### src/rtl/rv32_regfile_pkg.sv
// rtl/rv32_regfile_pkg.sv - shared RV32I datapath widths used by decode and the pipeline stages
package rv32_regfile_pkg;

    localparam int XLEN  = 32;
    localparam int AW    = 5;
    localparam int NREGS = 1 << AW;

    typedef logic [XLEN-1:0] xlen_t;
    typedef logic [AW-1:0]   reg_idx_t;

endpackage

### src/rtl/rv32_regfile.sv
// rtl/rv32_regfile.sv - RV32I integer register file, two combinational read ports with WB bypass
//
// Ports:
//   clk            rising-edge clock
//   reset_n        asynchronous active-low reset, clears every register
//   rs1 / rdata1   read port 1 index / data (combinational)
//   rs2 / rdata2   read port 2 index / data (combinational)
//   wreg / wdata   writeback index / data
//   wen            writeback enable, sampled on rising clk
module rv32_regfile #(
    parameter int XLEN  = rv32_regfile_pkg::XLEN,
    parameter int NREGS = rv32_regfile_pkg::NREGS,
    parameter int AW    = rv32_regfile_pkg::AW
) (
    input  logic            clk,
    input  logic            reset_n,
    input  logic [AW-1:0]   rs1,
    output logic [XLEN-1:0] rdata1,
    input  logic [AW-1:0]   rs2,
    output logic [XLEN-1:0] rdata2,
    input  logic [AW-1:0]   wreg,
    input  logic [XLEN-1:0] wdata,
    input  logic            wen
);

    logic [XLEN-1:0] regs [NREGS];

    // Entry 0 is never written, so it stays at its reset value; reads of x0
    // are additionally forced to zero in the read mux.
    always_ff @(posedge clk or negedge reset_n) begin
        if (!reset_n) begin
            for (int i = 0; i < NREGS; i++) begin
                regs[i] <= '0;
            end
        end else if (wen && (wreg != '0)) begin
            regs[wreg] <= wdata;
        end
    end

    // Write-first read: the WB stage is not covered by the forwarding unit, so
    // an in-flight write to the same index is returned before it commits.
    // The bypass is purely combinational and therefore also active in reset.
    function automatic logic [XLEN-1:0] read_mux(
        input logic [AW-1:0]   rs,
        input logic [XLEN-1:0] stored,
        input logic            we,
        input logic [AW-1:0]   wr,
        input logic [XLEN-1:0] wd
    );
        if (rs == '0) begin
            return '0;
        end else if (we && (wr == rs)) begin
            return wd;
        end else begin
            return stored;
        end
    endfunction

    assign rdata1 = read_mux(rs1, regs[rs1], wen, wreg, wdata);
    assign rdata2 = read_mux(rs2, regs[rs2], wen, wreg, wdata);

endmodule

### config.mk
export PLATFORM = sky130hd
export DESIGN_NAME = rv32_regfile
export DESIGN_NICKNAME = d
export VERILOG_FILES = /design/src/rtl/rv32_regfile_pkg.sv /design/src/rtl/rv32_regfile.sv
export SDC_FILE = /design/constraint.sdc
export NUM_CORES = 2
export LEC_CHECK = 0
export BUFFER_PORTS_ARGS = -buffer_cell sky130_fd_sc_hd__buf_2
export CAP_MARGIN = 20
export CORE_MARGIN = 5
export CORE_UTILIZATION = 35
export DETAILED_ROUTE_END_ITERATION = 8
export SLEW_MARGIN = 40
export SYNTH_ARGS = -nofsm -noshare
export SYNTH_HDL_FRONTEND = slang
export SYNTH_SLANG_ARGS = --single-unit
### constraint.sdc
create_clock -name clk -period 5.6 [get_ports clk]
set_input_delay 0.84 -clock clk [delete_from_list [all_inputs] [get_ports clk]]
set_output_delay 0.84 -clock clk [all_outputs]
set_load 0.05 [all_outputs]
==> summary.md <==
| Metric | Value |
|---|---|
| Crit-path max FO | `41` |
| Ys Warns | `0` |
| Area growth, synth to finish | `14.2%` |
| Vias in the first global route | `36,800` |
| Synthesized instance count | `3,747` |
| Final Cycle Share | `83.1%` |
| Status | `complete, no violations` |
| Site Rows | `145` |
| Clock Sinks | `1,024` |
| First-pass DRT Iterations | `5` |
| Sw Pwr | `0.00642 W` |
| Leakage | `26.5 nW` |
| DR vias | `36,000` |
| Max Slew Vio Count | `0` |
| CP Data Required Time | `4.76 ns` |
| Post-Syn Area | `0.0549 sq mm` |
| Net Count, Synth | `3,797` |
| Cell variety after synth | `49` |
| Syn avg cell area | `14.7 sq um` |
| RSZ-0062 raised after global routing | `false` |
| Fin Setup TNS | `0 ns` |
| DRT iter0 DRCs | `3,791` |
| Switching Share | `28.5%` |
| Worst-path clk slew | `0.06 ns` |
| CTS Buf Count | `112` |
| Total power | `0.0225 W` |
| Internal power | `0.0161 W` |
| Hold Violations, Final | `0` |
| Boundary Pins | `114` |
| Area of the die | `0.165 sq mm` |
| Cts repair resizes | `0` |
| Most common cell in the netlist | `mux2_2` |
| Clk buf depth | `3` |
| Die Y | `406 um` |
| Clock root buffer | `clkbuf_16` |
| Placer Congestion | `0.829` |
| Setup Viol. Count Final | `0` |
| Largest cells by area after synthesis | `dfrtp_1, mux2_2, mux4_2` |
| # hold bufs at CTS | `0` |
| Seq cells post-synth | `1,024` |
| Fmax | `215 MHz` |
| Crit path DAT | `3.81 ns` |
| Biggest register | `regs` |
| Initial antenna violation count | `17` |
| Post-DP HPWL | `114,000 um` |
| Finished Layout Cells | `5,870` |
| PwrDens | `359 mW/mm^2` |
| Max VDD drop | `284 uV` |
| Global-route wire length before repair | `274,000 um` |
| H-tree depth | `3` |
| Post-synth ARST share | `100%` |
| Fin crit period | `4.65 ns` |
| Global Route Usage Sum | `22.8%` |
| Port bufs | `113` |
| Gate power share | `22.3%` |
| Relative slew slack | `38.6%` |
| WL per Instance | `32.2 um` |
| Worst setup EP type | `primary output` |
| DRT antenna net count | `0` |
| Number of synthesized flops with an enable pin | `0` |
| CTS tree | `yes` |
| Sequential Power Share | `43.6%` |
| Sequential area share after synthesis | `46.7%` |
| Regs by FF count | `regs: 1024 flops` |
| Fin Clk Skew | `0 ns` |
| Via/cell ratio | `6.13` |
| Inst Count DP | `5,652` |
| Core footprint | `0.156 sq mm` |
| Max-cap viol count | `0` |
| CP Launch Type | `input port` |
| Share of cells above drive strength 1 | `53.7%` |
| Cell taking the most area after synthesis | `dfrtp_1` |
| Actual slew at the worst max-slew pin | `0.922 ns` |
| Largest net degree at the start of global routing | `159` |
| Worst-Skew Late Latency | `0.72 ns` |
| Nets | `3,762` |
| CP Class | `input port to primary output` |
| Clock power share | `34.1%` |
| Post-synth top area share | `46.7%` |
| Synth top cells by count | `mux2_2, dfrtp_1, mux4_2` |
| WL final | `189,000 um` |
| Hold/Removal Path Class | `input port to asynchronous set/reset pin` |
| Chip Width | `406 um` |
| Initial Util | `35.2%` |
| GRT overflow | `0` |
| Max reg flops | `1,024` |
| DR DRC count | `0` |
| Ys flop type | `dfrtp_1` |
| Postcts setup bufs | `0` |
==> power groups by stage <==
stage | clock [W] | sequential, W | combinational, W
6_report | 0.00769 | 0.00983 | 0.00501
5_1_grt | 0.00810 | 0.00999 | 0.00534
4_1_cts | 0.00781 | 0.00978 | 0.00502
3_5_place_dp | 0 | 0.00990 | 0.00500
3_3_place_gp | 0 | 0.00983 | 0.00491
2_1_floorplan | 0 | 0.00956 | 0.00370
==> layout make-up <==
class | count | area (sq um)
fill | 14400 | 93300
multi-input combinational | 2294 | 27800
sequential | 1024 | 25600
clock buffer | 161 | 3310
timing repair buffer | 276 | 2910
tap | 2058 | 2570
clock inverter | 45 | 472
antenna | 8 | 20.0
inverter | 4 | 15.0
==> path summary, 6_finish.rpt <==
| path | startpoint | end | slack [ns] | cells past startpoint |
|---|---|---|---|---|
| max | rs1[2] | rdata1[10] | 0.95 | 9 |
| min | reset_n | regs[295] | 0.14 | 1 |
| max reg2reg | regs[454] | regs[454] | 4.80 | 1 |
| min reg2reg | regs[1019] | regs[1019] | 0.39 | 0 |
| max in group asynchronous | reset_n | regs[666] | 4.14 | 3 |
| min in group clk | regs[1019] | regs[1019] | 0.39 | 0 |
==> metrics by stage <==
stage	hold slack (ns)	util (%)	setup WS (ns)	cell area (sq um)
after CTS	0.118	40.1	1.01	62600
after detailed placement	0.384	37.7	1.02	58800
final	0.142	40.2	0.947	62700
after floorplan	0.441	-	1.37	54900
after global placement	0.376	37.3	0.970	58200
after global routing	0.172	40.2	0.886	62700
==> placed cells by master (no fill, tap or decap), types with 27 or more instances in the layout <==
cell,instances
nor2_1,87
nand2_1,27
clkinv_2,32
buf_4,116
o22ai_1,63
a211oi_1,50
dfrtp_1,1024
mux2_2,1065
clkbuf_16,116
o21ai_0,40
nor2b_1,52
nor4_1,34
nor3_1,43
buf_12,52
mux2i_1,91
a21oi_1,36
buf_2,79
a22oi_1,53
mux4_2,459
==> per-layer routing <==
| metal | global-route usage, % | vias to the layer above | wire (um) |
|---|---|---|---|
| met5 | 0 | - | 59 |
| li1 | - | 14400 | - |
| met3 | 5.13 | 373 | 14500 |
| met1 | 31.7 | 19700 | 79700 |
| met2 | 35.3 | 1445 | 87300 |
| met4 | 8.38 | 10 | 7570 |
==> cells by family (layout without fill, tap and decap cells) <==
logic type	count (synthesis)	after routing	share of synthesized area (%)
DFF	1024	1024	46.7
other	0	8	0
and+or+nand+nor	334	334	3.08
AOI/OAI and AO/OA	335	335	4.30
buffers and inverters	429	486	3.47
xor gates and xnor gates	10	10	0.160
muxes	1615	1615	42.3
==> worst max-delay path, stage by stage <==
cell and delay (ns):
buf_4 0.54, or3b_2 0.86, buf_4 0.34, a211oi_1 0.27, nor4_1 0.09, nor3_1 0.25, nor2_1 0.08, buf_4 0.19
buf_2 0.23
No activity file was read; power rests on OpenSTA's default activity.
